`src/rtl/trap_seq_pkg.sv`:
```
// ============================================================================
// Module   : trap_seq_pkg
// Brief    : Shared CSR addresses, CSR-port function codes, mstatus bit
//            positions, interrupt cause codes and the trap sequencer states.
// Revision : 1.0 - initial release
// ============================================================================
`default_nettype none

package trap_seq_pkg;

    // Machine-mode CSR addresses touched by the sequencer
    localparam logic [11:0] CSR_MSTATUS = 12'h300;
    localparam logic [11:0] CSR_MEPC    = 12'h341;
    localparam logic [11:0] CSR_MCAUSE  = 12'h342;
    localparam logic [11:0] CSR_MTVAL   = 12'h343;

    // CSR write-port function codes (0 means no operation)
    localparam logic [1:0] CSR_RW = 2'b01;
    localparam logic [1:0] CSR_RS = 2'b10;
    localparam logic [1:0] CSR_RC = 2'b11;

    // mstatus bit positions
    localparam int MSTATUS_MIE  = 3;
    localparam int MSTATUS_MPIE = 7;

    // Interrupt cause codes (low bits of mcause for interrupts)
    localparam logic [3:0] IRQ_CODE_MEI = 4'd11;
    localparam logic [3:0] IRQ_CODE_MSI = 4'd3;
    localparam logic [3:0] IRQ_CODE_MTI = 4'd7;

    // Sequencer states, explicitly encoded
    typedef enum logic [3:0] {
        ST_IDLE       = 4'd0,
        ST_W_EPC      = 4'd1,
        ST_W_CAUSE    = 4'd2,
        ST_W_TVAL     = 4'd3,
        ST_W_STAT_CLR = 4'd4,
        ST_W_STAT_SET = 4'd5,
        ST_M_CLR      = 4'd6,
        ST_M_SET      = 4'd7,
        ST_REDIRECT   = 4'd8
    } state_e;

    // Single-bit mstatus mask for the given bit position
    function automatic logic [7:0] mstatus_bit(input int pos);
        logic [7:0] m;
        m      = '0;
        m[pos] = 1'b1;
        return m;
    endfunction

endpackage

`default_nettype wire

```
`src/rtl/trap_seq_irq_pick.sv`:
```
// ============================================================================
// Module   : irq_pick
// Brief    : Machine interrupt qualifier and priority encoder.
//            Priority is external > software > timer; nothing is pending
//            while the global interrupt enable is clear.
// Revision : 1.0 - initial release
// ============================================================================
`default_nettype none

module irq_pick
    import trap_seq_pkg::*;
(
    input  logic       i_meip,
    input  logic       i_msip,
    input  logic       i_mtip,
    input  logic       i_mie_meie,
    input  logic       i_mie_msie,
    input  logic       i_mie_mtie,
    input  logic       i_glb_mie,
    output logic       o_pending,
    output logic [3:0] o_code
);

    logic w_mei;
    logic w_msi;
    logic w_mti;

    assign w_mei = i_glb_mie & i_meip & i_mie_meie;
    assign w_msi = i_glb_mie & i_msip & i_mie_msie;
    assign w_mti = i_glb_mie & i_mtip & i_mie_mtie;

    // Fixed-priority selection of the highest pending enabled interrupt
    always_comb begin
        o_pending = 1'b0;
        o_code    = 4'd0;
        if (w_mei) begin
            o_pending = 1'b1;
            o_code    = IRQ_CODE_MEI;
        end else if (w_msi) begin
            o_pending = 1'b1;
            o_code    = IRQ_CODE_MSI;
        end else if (w_mti) begin
            o_pending = 1'b1;
            o_code    = IRQ_CODE_MTI;
        end
    end

endmodule

`default_nettype wire

```
`src/rtl/trap_seq.sv`:
```
// ============================================================================
// Module   : trap_seq
// Brief    : Machine-mode trap / MRET sequencer. Accepts an exception,
//            interrupt or MRET in IDLE, walks the CSR updates one per cycle
//            through the CSR write port, then issues a one-cycle fetch
//            redirect. Outputs decode from the state register so an
//            asynchronous reset silences them immediately.
// Revision : 1.0 - initial release
// ============================================================================
`default_nettype none

module trap_seq
    import trap_seq_pkg::*;
#(
    parameter int XLEN = 64
) (
    input  logic            clk,
    input  logic            rst_n,
    input  logic            exc_valid,
    input  logic [3:0]      exc_cause,
    input  logic [XLEN-1:0] exc_pc,
    input  logic [XLEN-1:0] exc_tval,
    input  logic            mret_valid,
    input  logic            meip,
    input  logic            msip,
    input  logic            mtip,
    input  logic [XLEN-1:0] mtvec,
    input  logic [XLEN-1:0] mepc,
    input  logic [XLEN-1:0] mie,
    input  logic            mstatus_mie,
    input  logic            mstatus_mpie,
    output logic [11:0]     csraddr,
    output logic [1:0]      funct,
    output logic [XLEN-1:0] wdata,
    output logic            wen,
    output logic            busy,
    output logic            req_ack,
    output logic            redirect_valid,
    output logic [XLEN-1:0] redirect_pc
);

    localparam logic [7:0] C_STAT_CLR_MASK = mstatus_bit(MSTATUS_MIE) | mstatus_bit(MSTATUS_MPIE);
    localparam logic [7:0] C_STAT_MPIE     = mstatus_bit(MSTATUS_MPIE);
    localparam logic [7:0] C_STAT_MIE      = mstatus_bit(MSTATUS_MIE);

    state_e          r_state;
    logic [XLEN-1:0] r_cause;
    logic [XLEN-1:0] r_pc;
    logic [XLEN-1:0] r_tval;
    logic            r_mie_lat;
    logic            r_mpie_lat;
    logic            r_is_irq;
    logic            r_is_mret;

    logic            w_irq_pending;
    logic [3:0]      w_irq_code;
    logic [XLEN-1:0] w_irq_cause;
    logic            w_accept;
    logic [XLEN-1:0] w_base;
    logic [XLEN-1:0] w_vec_tgt;
    logic            w_unused_mie;

    irq_pick u_irq_pick (
        .i_meip     (meip),
        .i_msip     (msip),
        .i_mtip     (mtip),
        .i_mie_meie (mie[11]),
        .i_mie_msie (mie[3]),
        .i_mie_mtie (mie[7]),
        .i_glb_mie  (mstatus_mie),
        .o_pending  (w_irq_pending),
        .o_code     (w_irq_code)
    );

    // Only the three machine interrupt enables of mie matter here
    assign w_unused_mie = ^mie;

    assign w_irq_cause = {1'b1, {(XLEN-5){1'b0}}, w_irq_code};

    // Requests are only looked at in IDLE; reset masks the acknowledge at once
    assign w_accept = rst_n & (r_state == ST_IDLE) & (exc_valid | w_irq_pending | mret_valid);
    assign req_ack  = w_accept;
    assign busy     = (r_state != ST_IDLE);

    // Trap vector: direct base, or base + 4*cause for vectored interrupts
    assign w_base    = {mtvec[XLEN-1:2], 2'b00};
    assign w_vec_tgt = w_base + XLEN'({r_cause[3:0], 2'b00});

    // Sequencer state and request context captured at accept
    always_ff @(posedge clk or negedge rst_n) begin
        if (!rst_n) begin
            r_state    <= ST_IDLE;
            r_cause    <= '0;
            r_pc       <= '0;
            r_tval     <= '0;
            r_mie_lat  <= 1'b0;
            r_mpie_lat <= 1'b0;
            r_is_irq   <= 1'b0;
            r_is_mret  <= 1'b0;
        end else begin
            case (r_state)
                ST_IDLE: begin
                    if (exc_valid) begin
                        r_cause   <= XLEN'(exc_cause);
                        r_pc      <= exc_pc;
                        r_tval    <= exc_tval;
                        r_mie_lat <= mstatus_mie;
                        r_is_irq  <= 1'b0;
                        r_is_mret <= 1'b0;
                        r_state   <= ST_W_EPC;
                    end else if (w_irq_pending) begin
                        r_cause   <= w_irq_cause;
                        r_pc      <= exc_pc;
                        r_tval    <= '0;
                        r_mie_lat <= mstatus_mie;
                        r_is_irq  <= 1'b1;
                        r_is_mret <= 1'b0;
                        r_state   <= ST_W_EPC;
                    end else if (mret_valid) begin
                        r_mpie_lat <= mstatus_mpie;
                        r_is_irq   <= 1'b0;
                        r_is_mret  <= 1'b1;
                        r_state    <= ST_M_CLR;
                    end
                end
                ST_W_EPC:      r_state <= ST_W_CAUSE;
                ST_W_CAUSE:    r_state <= ST_W_TVAL;
                ST_W_TVAL:     r_state <= ST_W_STAT_CLR;
                ST_W_STAT_CLR: r_state <= ST_W_STAT_SET;
                ST_W_STAT_SET: r_state <= ST_REDIRECT;
                ST_M_CLR:      r_state <= ST_M_SET;
                ST_M_SET:      r_state <= ST_REDIRECT;
                ST_REDIRECT:   r_state <= ST_IDLE;
                default:       r_state <= ST_IDLE;
            endcase
        end
    end

    // CSR write port and redirect decoded from the current state
    always_comb begin
        csraddr        = 12'd0;
        funct          = 2'b00;
        wdata          = '0;
        wen            = 1'b0;
        redirect_valid = 1'b0;
        redirect_pc    = '0;
        case (r_state)
            ST_W_EPC: begin
                csraddr = CSR_MEPC;
                funct   = CSR_RW;
                wdata   = r_pc;
                wen     = 1'b1;
            end
            ST_W_CAUSE: begin
                csraddr = CSR_MCAUSE;
                funct   = CSR_RW;
                wdata   = r_cause;
                wen     = 1'b1;
            end
            ST_W_TVAL: begin
                csraddr = CSR_MTVAL;
                funct   = CSR_RW;
                wdata   = r_tval;
                wen     = 1'b1;
            end
            ST_W_STAT_CLR, ST_M_CLR: begin
                csraddr = CSR_MSTATUS;
                funct   = CSR_RC;
                wdata   = XLEN'(C_STAT_CLR_MASK);
                wen     = 1'b1;
            end
            ST_W_STAT_SET: begin
                // MPIE takes the interrupt enable seen at accept
                csraddr = CSR_MSTATUS;
                funct   = CSR_RS;
                wdata   = XLEN'(C_STAT_MPIE);
                wen     = r_mie_lat;
            end
            ST_M_SET: begin
                // MIE is restored from MPIE seen at accept
                csraddr = CSR_MSTATUS;
                funct   = CSR_RS;
                wdata   = XLEN'(C_STAT_MIE);
                wen     = r_mpie_lat;
            end
            ST_REDIRECT: begin
                redirect_valid = 1'b1;
                if (r_is_mret) begin
                    redirect_pc = mepc;
                end else if ((mtvec[1:0] == 2'b01) && r_is_irq) begin
                    redirect_pc = w_vec_tgt;
                end else begin
                    redirect_pc = w_base;
                end
            end
            default: begin
            end
        endcase
    end

endmodule

`default_nettype wire

```
`config.mk`:
```
export PLATFORM = sky130hd
export DESIGN_NAME = trap_seq
export DESIGN_NICKNAME = d
export VERILOG_FILES = /design/src/rtl/trap_seq_pkg.sv /design/src/rtl/trap_seq_irq_pick.sv /design/src/rtl/trap_seq.sv
export SDC_FILE = /design/constraint.sdc
export NUM_CORES = 1
export LEC_CHECK = 0
export ABC_CLOCK_PERIOD_IN_PS = 6700
export BUFFER_PORTS_ARGS = -buffer_cell sky130_fd_sc_hd__buf_4
export CAP_MARGIN = 15
export CORE_AREA = 2 2 184 186
export DETAILED_ROUTE_END_ITERATION = 16
export DIE_AREA = 0 0 186 188
export PLACE_DENSITY = 0.49
export RECOVER_POWER = 25
export SLEW_MARGIN = 20
export SYNTH_ARGS = -nofsm -noshare
export SYNTH_HDL_FRONTEND = slang
export SYNTH_SLANG_ARGS = --single-unit
```
`constraint.sdc`:
```
create_clock -name clk -period 6.7 [get_ports clk]
set_input_delay 1.34 -clock clk [delete_from_list [all_inputs] [get_ports clk]]
set_output_delay 1.34 -clock clk [all_outputs]
set_load 0.01 [all_outputs]
```
* Word-level counts from Yosys, hierarchy flattened
Index checks and enable logic that the tools add are counted.
** Word-level totals
- Word-level logic and storage cells :: 76
- Output and inout port bits :: 146
- Register bits after elaboration :: 200
- Bits of input ports :: 333
** Cells by class
- Reduce and logical (&&, ||, !) cells :: 13
- Equality and inequality tests :: 10
- $add $sub $neg :: 1
- Bitwise logic cells :: 12
- Multiplexer cells :: 32
** Operators by type and width (number)
- two-way mux 64 bit :: 9
- case mux 64 bit (6 select lines) :: 1
- adder 64 x 6 -> 64 bit :: 1
- case mux 10 bit (4 select lines) :: 1
- case mux 4 bit (7 select lines) :: 1
- two-way mux 4 bit :: 5
- equality test 4 x 3 -> 1 bit (second input constant) :: 4
- two-way mux 1 bit :: 12
- bitwise AND 1 bit :: 8
- equality test 4 x 2 -> 1 bit (second input constant) :: 2
- case mux 2 bit (3 select lines) :: 1
- OR reduction 5 bit :: 1
- equality test 4 x 1 -> 1 bit (second input constant) :: 1
- equality test 4 bit (second input constant) :: 1
- logical NOT 4 bit :: 1
- inequality test 4 bit (second input constant) :: 1
- AND reduction 2 bit :: 2
- AND reduction 4 bit :: 1
- nonzero test 4 bit :: 1
- OR reduction 2 bit :: 2
- OR reduction 4 bit :: 1
- two-way mux 3 bit :: 1
- case mux 1 bit (3 select lines) :: 1
- nonzero test 3 bit :: 1
- other kinds (6) :: 8

* Depth between registers and ports, before layout
Gate-level depths: netlist of the first run.
- Depth in word-level cells :: 8
- Mapped depth :: 10
- Depth with buffers taken out :: 9

* By module
A second synthesis of the first run with hierarchy kept.
** Second synthesis, totals
- Cell total of the unflattened synthesis :: 993
- Area total of the unflattened synthesis :: 8504.4 um^2
** Modules (own cells, without submodules)
- trap_seq :: cells an instance 985, area each 8441.8 um^2, seq. area each 3528.4 um^2, times used 1
- irq_pick :: cells an instance 8, area each 62.6 um^2, seq. area each 0.0 um^2, times used 1

* Least setup slack after synthesis of the first run
Ideal clock, no wire load.
- Kind :: input-to-output
- Start point :: input mtvec[2]
- End point :: output redirect_pc[24]
- Required time :: 5.360 ns
- Setup slack :: 2.096 ns
- Arrival time :: 3.264 ns
- Stages on the path :: 8
- Path buffers :: 0
- Path through :: ha_1 -> inv_1 -> fa_1 -> nand2b_1 -> a21oi_2 -> nand3_2 -> or3_1 -> a311oi_1
** Between the ends
- Cells in the longest elaborated chain, start to end :: 4
** RTL lines
- start: declaration :: line trap_seq.sv:27 : input logic [XLEN-1:0] mtvec,
- adder 64 x 6 -> 64 bit :: line trap_seq.sv:87 : assign w_vec_tgt = w_base + XLEN'({r_cause[3:0], 2'b00});
- two-way mux 64 bit :: line trap_seq.sv:190 : end else if ((mtvec[1:0] == 2'b01) && r_is_irq) begin
- two-way mux 64 bit :: line trap_seq.sv:188 : if (r_is_mret) begin
- two-way mux 64 bit :: line trap_seq.sv:147 : case (r_state)
- end: declaration :: line trap_seq.sv:39 : output logic [XLEN-1:0] redirect_pc
No other way between the ends.

* Worst setup path in the final report of the first run
- Start point :: input mtvec[2]
- End point :: output redirect_pc[54]
The elaborated chain is that of the path after synthesis.

==> flow_summary.yaml, run 1 <==
sta:
  finalHoldViolCount: 0
  post-route-period-util: 0.806
  slew_headroom: -0.553
  period_minus_slack_ps: 5400
  finalSetupViolCount: 0
  skew_ps: 10.1
  worstMarginPinSlew_ps: 2330
  slew_violations: 41
  max_freq_mhz: 185
  rsz0062_at_grt: "no"
  holdWs_ps: 473
  final.setup.tns_ps: 0
grt:
  grt_max_degree: 66
  grt.overflow.total: 0
  grt_use_total: 0.191
  grt_pass1_vias: 8659
  grt_pass1_wl_um: 50700
  antenna_found_initial: 2
setup_path:
  cp.required_ps: 5360
  cp-end-kind: "output port"
  reg2reg_setup_slack_ps: 3350
  startpoint_type: "input port"
  rr_endpoint: "r_pc[49]"
  r2r-start: "r_state[3]"
  r2r_cells: 7
  worst_ep_arrival_time_ps: 4060
  crit_type: "input port to output port"
  critPathMaxFanout: 14
drt:
  drtIter0Drc: 371
  via_count: 8744
  via_per_inst: 4.67
  detail-route-antenna-nets: 0
  drc: 0
  wl_um: 34500
  drt-met1-wl_um: 13500
  dr_wl_met2_um: 17200
  wire_per_inst_um: 18.4
  dr.max_layer_used: "met5"
  wl_met3_um: 3330
  first_pass_iters: 4
place:
  post-dp-hpwl_um: 25700
  place_inst: 1838
  port_buffers: 410
  gp_congestion: 0.845
synthesis:
  ys_async_sr_fraction: 1.00
  synth.yosys.warnings: 0
  synthDistinctLibCells: 56
  synth_seq_cells: 141
  postSynthCellCount: 1040
  syn_area_um2: 8640
  synth-seq-area-share: 0.408
  synth_edf_count: 0
  synth-main-ff-cell: "dfrtp_1"
  avgSynthCellArea_um2: 8.31
status:
  violations: "capacitance limit, slew limit"
  status: "complete, but fails checks"
die:
  design.die.area_um2: 35000
  start_util: 0.261
  io_pins: 479
  die_x_um: 186
  core_area_um2: 33100
  row_count: 67
  die_y_um: 188
min_path:
  hold_path_startpoint: "r_pc[31]"
  hold_depth: 2
  worstHoldEndpoint: "r_pc[31]"
  holdCritPathClass: "flip-flop to flip-flop"
power:
  p_int_mw: 2.75
  power.leakage_nw: 6.16
  power.density_nw_per_um2: 370
  p_switching_mw: 1.93
  p_seq_frac: 0.331
  clkPwrFrac: 0.198
  combPwrFrac: 0.471
  power_switching_share: 0.413
  ir_drop_mv: 0.213
  power_mw: 4.68
clocking:
  clock_latency_ps: 430
  clk_pin_slew_ps: 60
  cts_resized: 0
  cts_setup_buffers: 0
  clockBufferDepth: 2
  cts_made_buffers: 17
  ctsHtreeMaxLevel: 4
  cts_sinks: 141
  cts_hold_buffers: 0
  cts_tree: "built"
  cts_root_buffer: "clkbuf_16"
flow_run:
  cap_viol_max_count: 1
cells_and_area:
  drive_gt1_frac: 0.340
  nets: 1747
  syn_to_final_growth_pct: 46.1
  final_cells: 1871
## synth_stat cells, drive strengths merged (23+ instances only)
library cell / instances / area share
mux2i: 68 / 0.079
nor3: 26 / 0.024
a21oi: 64 / 0.037
xnor2: 51 / 0.052
buf: 28 / 0.019
nand2: 231 / 0.10
inv: 23 / 0.010
dfrtp: 141 / 0.41
clkbuf: 48 / 0.021
nand3: 23 / 0.014
o21ai: 52 / 0.030
a22o: 65 / 0.066
nor2: 130 / 0.057
## flip-flops by register name, summed over array words and instances, names as in the netlist
register    count
r_tval         64
r_is_irq        1
r_mie_lat       1
r_cause         5
r_mpie_lat      1
r_is_mret       1
r_state         4
r_pc           64
## how the worst max path moves through the flow
stage                         from         endpoint  depth (start not counted)  slack, ps
after global routing      mtvec[2]  redirect_pc[58]                         11       1140
after floorplan           mtvec[2]  redirect_pc[24]                          8       2100
after detailed placement  mtvec[2]  redirect_pc[54]                         11       1260
after CTS                 mtvec[2]  redirect_pc[54]                         11       1250
after global placement    mtvec[2]  redirect_pc[54]                         11       1270
final                     mtvec[2]  redirect_pc[54]                         11       1300
## cell families (layout without fill, tap and decap cells)
kind of cell	after synthesis	in the layout	synth area share
compound gates	208	208	0.158
simple gates	461	461	0.239
buf+inv	99	475	0.0494
xor+xnor	56	56	0.0567
fa+ha+maj	5	5	0.00811
other cells	1	8	0.000434
flops	141	141	0.408
mux	69	69	0.0801
## stage by stage
stage	worst slack (ps)	utilization	area, µm²
finish	1300	0.381	12600
global route	1140	0.381	12600
floorplan	2100	-	8670
detailed placement	1260	0.364	12100
CTS	1250	0.381	12600
global placement	1270	0.364	12100
## power groups by stage
stage,Sequential [mW],Combinational (mW),Clock (mW)
after global placement,1.55,2.23,0
final,1.55,2.20,0.927
after CTS,1.55,2.25,0.957
after detailed placement,1.55,2.25,0
after floorplan,1.41,1.47,0
after global routing,1.60,2.45,0.994
## layout make-up
class	instances	area, µm²
Inverter	23	86.3
Sequential cell	141	3530
Timing Repair Buffer	420	3150
Tap cell	448	561
Clock buffer	18	429
Multi-Input combinational cell	806	4730
Clock inverter	14	138
Fill cell	3528	20500
Antenna cell	1	2.50
## routing by layer
metal | track usage | up-vias
met1 | 0.215 | 4120
met5 | 0 | -
met2 | 0.337 | 309
met3 | 0.0740 | 26
li1 | - | 4287
met4 | 0.0436 | 2
## critical path: stages
cell and delay, ps:
buf_4 90, ha_1 170, inv_1 60, fa_1 380
nand2b_1 200, a21oi_2 320, nand4_2 540, nor4_1 480
xnor2_1 170, a21oi_1 100, buf_4 200
## cell usage in the layout (no fill, tap or decap), types with 2 or more instances in the layout
master / n
a211oi_1: 10
a21o_1: 3
a21oi_1: 63
a22o_1: 65
a311oi_1: 2
a31oi_1: 2
and3_1: 6
buf_4: 418
clkbuf_1: 2
clkbuf_16: 17
clkinv_4: 4
clkinvlp_4: 4
conb_1: 7
dfrtp_1: 140
ha_1: 4
inv_1: 22
inv_6: 3
mux2i_1: 68
nand2_1: 230
nand2b_1: 4
nand3_1: 21
nand3_2: 2
nand4_1: 16
nor2_1: 128
nor3_1: 11
nor3_2: 15
nor4_1: 7
nor4_2: 2
o211a_1: 2
o21ai_0: 52
o22ai_1: 2
or2_2: 2
xnor2_1: 51
xor2_1: 5
Power figures use the tool's default switching activity.
==> inputs of run 2 (changes only) <==
--- a/config.mk
+++ b/config.mk
@@ -5,13 +5,14 @@
 export SDC_FILE = /design/constraint.sdc
 export NUM_CORES = 1
 export LEC_CHECK = 0
-export ABC_CLOCK_PERIOD_IN_PS = 6700
+export ABC_AREA = 1
+export ABC_CLOCK_PERIOD_IN_PS = 4900
 export BUFFER_PORTS_ARGS = -buffer_cell sky130_fd_sc_hd__buf_4
 export CAP_MARGIN = 15
 export CORE_AREA = 2 2 184 186
 export DETAILED_ROUTE_END_ITERATION = 16
 export DIE_AREA = 0 0 186 188
-export PLACE_DENSITY = 0.49
+export PLACE_DENSITY = 0.55
 export RECOVER_POWER = 25
 export SLEW_MARGIN = 20
 export SYNTH_ARGS = -nofsm -noshare
==> constraint.sdc (replaced) <==
create_clock -name clk -period 4.9 [get_ports clk]
set_input_delay 0.98 -clock clk [delete_from_list [all_inputs] [get_ports clk]]
set_output_delay 0.98 -clock clk [all_outputs]
set_load 0.01 [all_outputs]
==> run 2 against run 1 <==
  * Clock power rose by 39%
  * Core utilization grew 3.3 points
  * Critical endpoint is now wdata[0]
  * The run still ends with capacitance limit, slew limit left
  * Hold slack lost 4.4 ps
  * First-iteration DRC count increased by 56%
  * Critical path type is now flip-flop to output port
  * Largest cell class unchanged
  * Die area unchanged
==> flow_summary.yaml, run 2 <==
cells_and_area:
  final_cell_mix: "nand2_1, buf_4, inv_1"
  top_regs: "r_pc: 64 flops, r_tval: 64 flops, r_cause: 5 flops"
  fill_cells: 3653
  syn_to_final_growth_pct: 40.5
  drive_gt1_frac: 0.260
  diodes: 0
  final_common_cell: "nand2_1"
  finalInstanceArea_um2: 13700
  final_cells: 2366
  nets: 2244
place:
  placed_area_um2: 13100
  dpl_worst_slack_ps: 815
  port_buffers: 410
  place_inst: 2335
  post-dp-hpwl_um: 30400
  gp_congestion: 0.937
drt:
  via_count: 10900
  wl_um: 39200
  via_per_inst: 4.63
  detail-route-antenna-nets: 0
  drtIter0Drc: 579
  first_pass_iters: 5
  drc: 0
  wire_per_inst_um: 16.6
setup_path:
  crit_type: "flip-flop to output port"
  worst_ep_arrival_time_ps: 3080
  cp-end-kind: "output port"
  cp.required_ps: 3920
  critPathMaxFanout: 47
  startpoint_type: "flip-flop"
synthesis:
  synth_top_area_cell: "dfrtp_1"
  synthDistinctLibCells: 41
  synth-seq-area-share: 0.362
  yosys-top-cells-count: "nand2_1, inv_1, nor2_1, o21ai_0, dfrtp_1"
  postSynthCellCount: 1527
  synth_area_leaders: "dfrtp_1, nand2_1, inv_1, o21ai_0, nor2_1"
  syn_area_um2: 9750
  synth_top_area_frac: 0.362
  synth.most_common_cell: "nand2_1"
  synth.yosys.warnings: 0
  ys_async_sr_fraction: 1.00
  synth_seq_cells: 141
  avgSynthCellArea_um2: 6.39
  synth_edf_count: 0
  synth-main-ff-cell: "dfrtp_1"
power:
  ir_drop_mv: 0.330
  power_mw: 6.23
  power.density_nw_per_um2: 455
  power.leakage_nw: 7.40
sta:
  finalHoldViolCount: 0
  slew_headroom: -0.628
  rsz0062_at_grt: "no"
  timing.final.ws_setup_ps: 838
  finalSetupViolCount: 0
  slew_violations: 161
  period_minus_slack_ps: 4060
  max_freq_mhz: 246
  worstMarginPinSlew_ps: 2440
  post-route-period-util: 0.829
  skew_ps: 4.19
  final.setup.tns_ps: 0
grt:
  grt.overflow.total: 0
  grt_max_degree: 97
  grt_pass1_vias: 10700
  grt_use_total: 0.222
  grt_pass1_wl_um: 59400
  antenna_found_initial: 0
die:
  design.die.area_um2: 35000
  core_area_um2: 33100
  io_pins: 479
  row_count: 67
  die_y_um: 188
  die_x_um: 186
  start_util: 0.294
clocking:
  clockBufferDepth: 2
  cts_resized: 0
  cts_root_buffer: "clkbuf_16"
  cts_hold_buffers: 0
  cts_setup_buffers: 0
  cts_sinks: 141
  clk_pin_slew_ps: 60
  cts_tree: "built"
  clock_latency_ps: 430
  ctsHtreeMaxLevel: 4
  cts_made_buffers: 17
flow_run:
  cap_viol_max_count: 3
status:
  violations: "capacitance limit, slew limit"
  status: "complete, but fails checks"
min_path:
  holdCritPathClass: "flip-flop to flip-flop"
==> run 2: changes by cell type after synthesis, moves of 16 or more <==
| cell | delta |
|---|---|
| nand2_1 | +304 |
| inv_1 | +182 |
| o21ai_0 | +99 |
| mux2i_1 | -68 |
| a22o_1 | -65 |
| nand3_1 | +63 |
| xnor2_1 | -50 |
| a21oi_1 | -43 |
| nor2_1 | +36 |
| clkbuf_1 | -28 |
| o211ai_1 | +16 |
==> run 2: critical path, cell delays in order, from the launching register on <==
cell,delay (ps)
dfrtp_1,360
nor2_1,60
inv_1,240
nor2_1,70
inv_1,1110
buf_4,420
o221ai_1,140
buf_4,190
==> run 2: worst paths after layout <==
check                            from    endpoint  slack, ps  depth (start not counted)
setup / recovery           r_state[3]    wdata[0]        840                          7
hold reg to reg              r_pc[38]    r_pc[38]        470                          2
setup reg to reg           r_state[3]  r_tval[39]       1290                          8
max in group asynchronous       rst_n    r_pc[51]       1290                          3
min in group asynchronous       rst_n    r_pc[20]        730                          1
hold / removal               r_pc[38]    r_pc[38]        470                          2
==> run 2: power breakdown <==
group	internal [mW]	switching, mW	total [mW]	leakage, nW
sequential	1.71	0.251	1.96	1.76
clock	0.799	0.488	1.29	0.287
combinational	1.12	1.86	2.98	5.35
==> run 2: area by class of cell <==
class / count / area (µm²) / area share
inverter: 209 / 790 / 0.0576
sequential: 141 / 3530 / 0.257
clock inverter: 6 / 83.8 / 0.00612
clock buffer: 25 / 495 / 0.0362
timing repair buffer: 424 / 3190 / 0.233
tap: 448 / 561 / 0.0409
multi-input combinational: 1113 / 5060 / 0.369
==> run 2: through the flow <==
| step | hold WS, ps | util |
|---|---|---|
| 2_1_floorplan | 442 | - |
| 3_3_place_gp | 454 | 0.397 |
| 3_5_place_dp | 458 | 0.397 |
| 4_1_cts | 362 | 0.415 |
| 5_1_grt | 491 | 0.414 |
| 6_report | 469 | 0.414 |
==> run 2: cell families (layout without fill, tap and decap cells) <==
| family | count (synthesis) | after routing | synth area share |
|---|---|---|---|
| buffers and inverters | 279 | 664 | 0.123 |
| adder cells (fa/ha/maj) | 5 | 5 | 0.00719 |
| AND/OR/NAND/NOR | 886 | 886 | 0.388 |
| XOR/XNOR | 5 | 5 | 0.00449 |
| flip-flops | 141 | 141 | 0.362 |
| AO/OA/AOI/OAI | 210 | 210 | 0.115 |
| other | 1 | 7 | 0.000385 |
==> run 2: routing by layer <==
metal	wire length [µm]	vias to the layer above	track usage
li1	-	5497	-
met1	15400	4977	0.261
met2	18500	421	0.371
met3	4090	48	0.0785
met4	1190	0	0.0821
met5	0	-	0
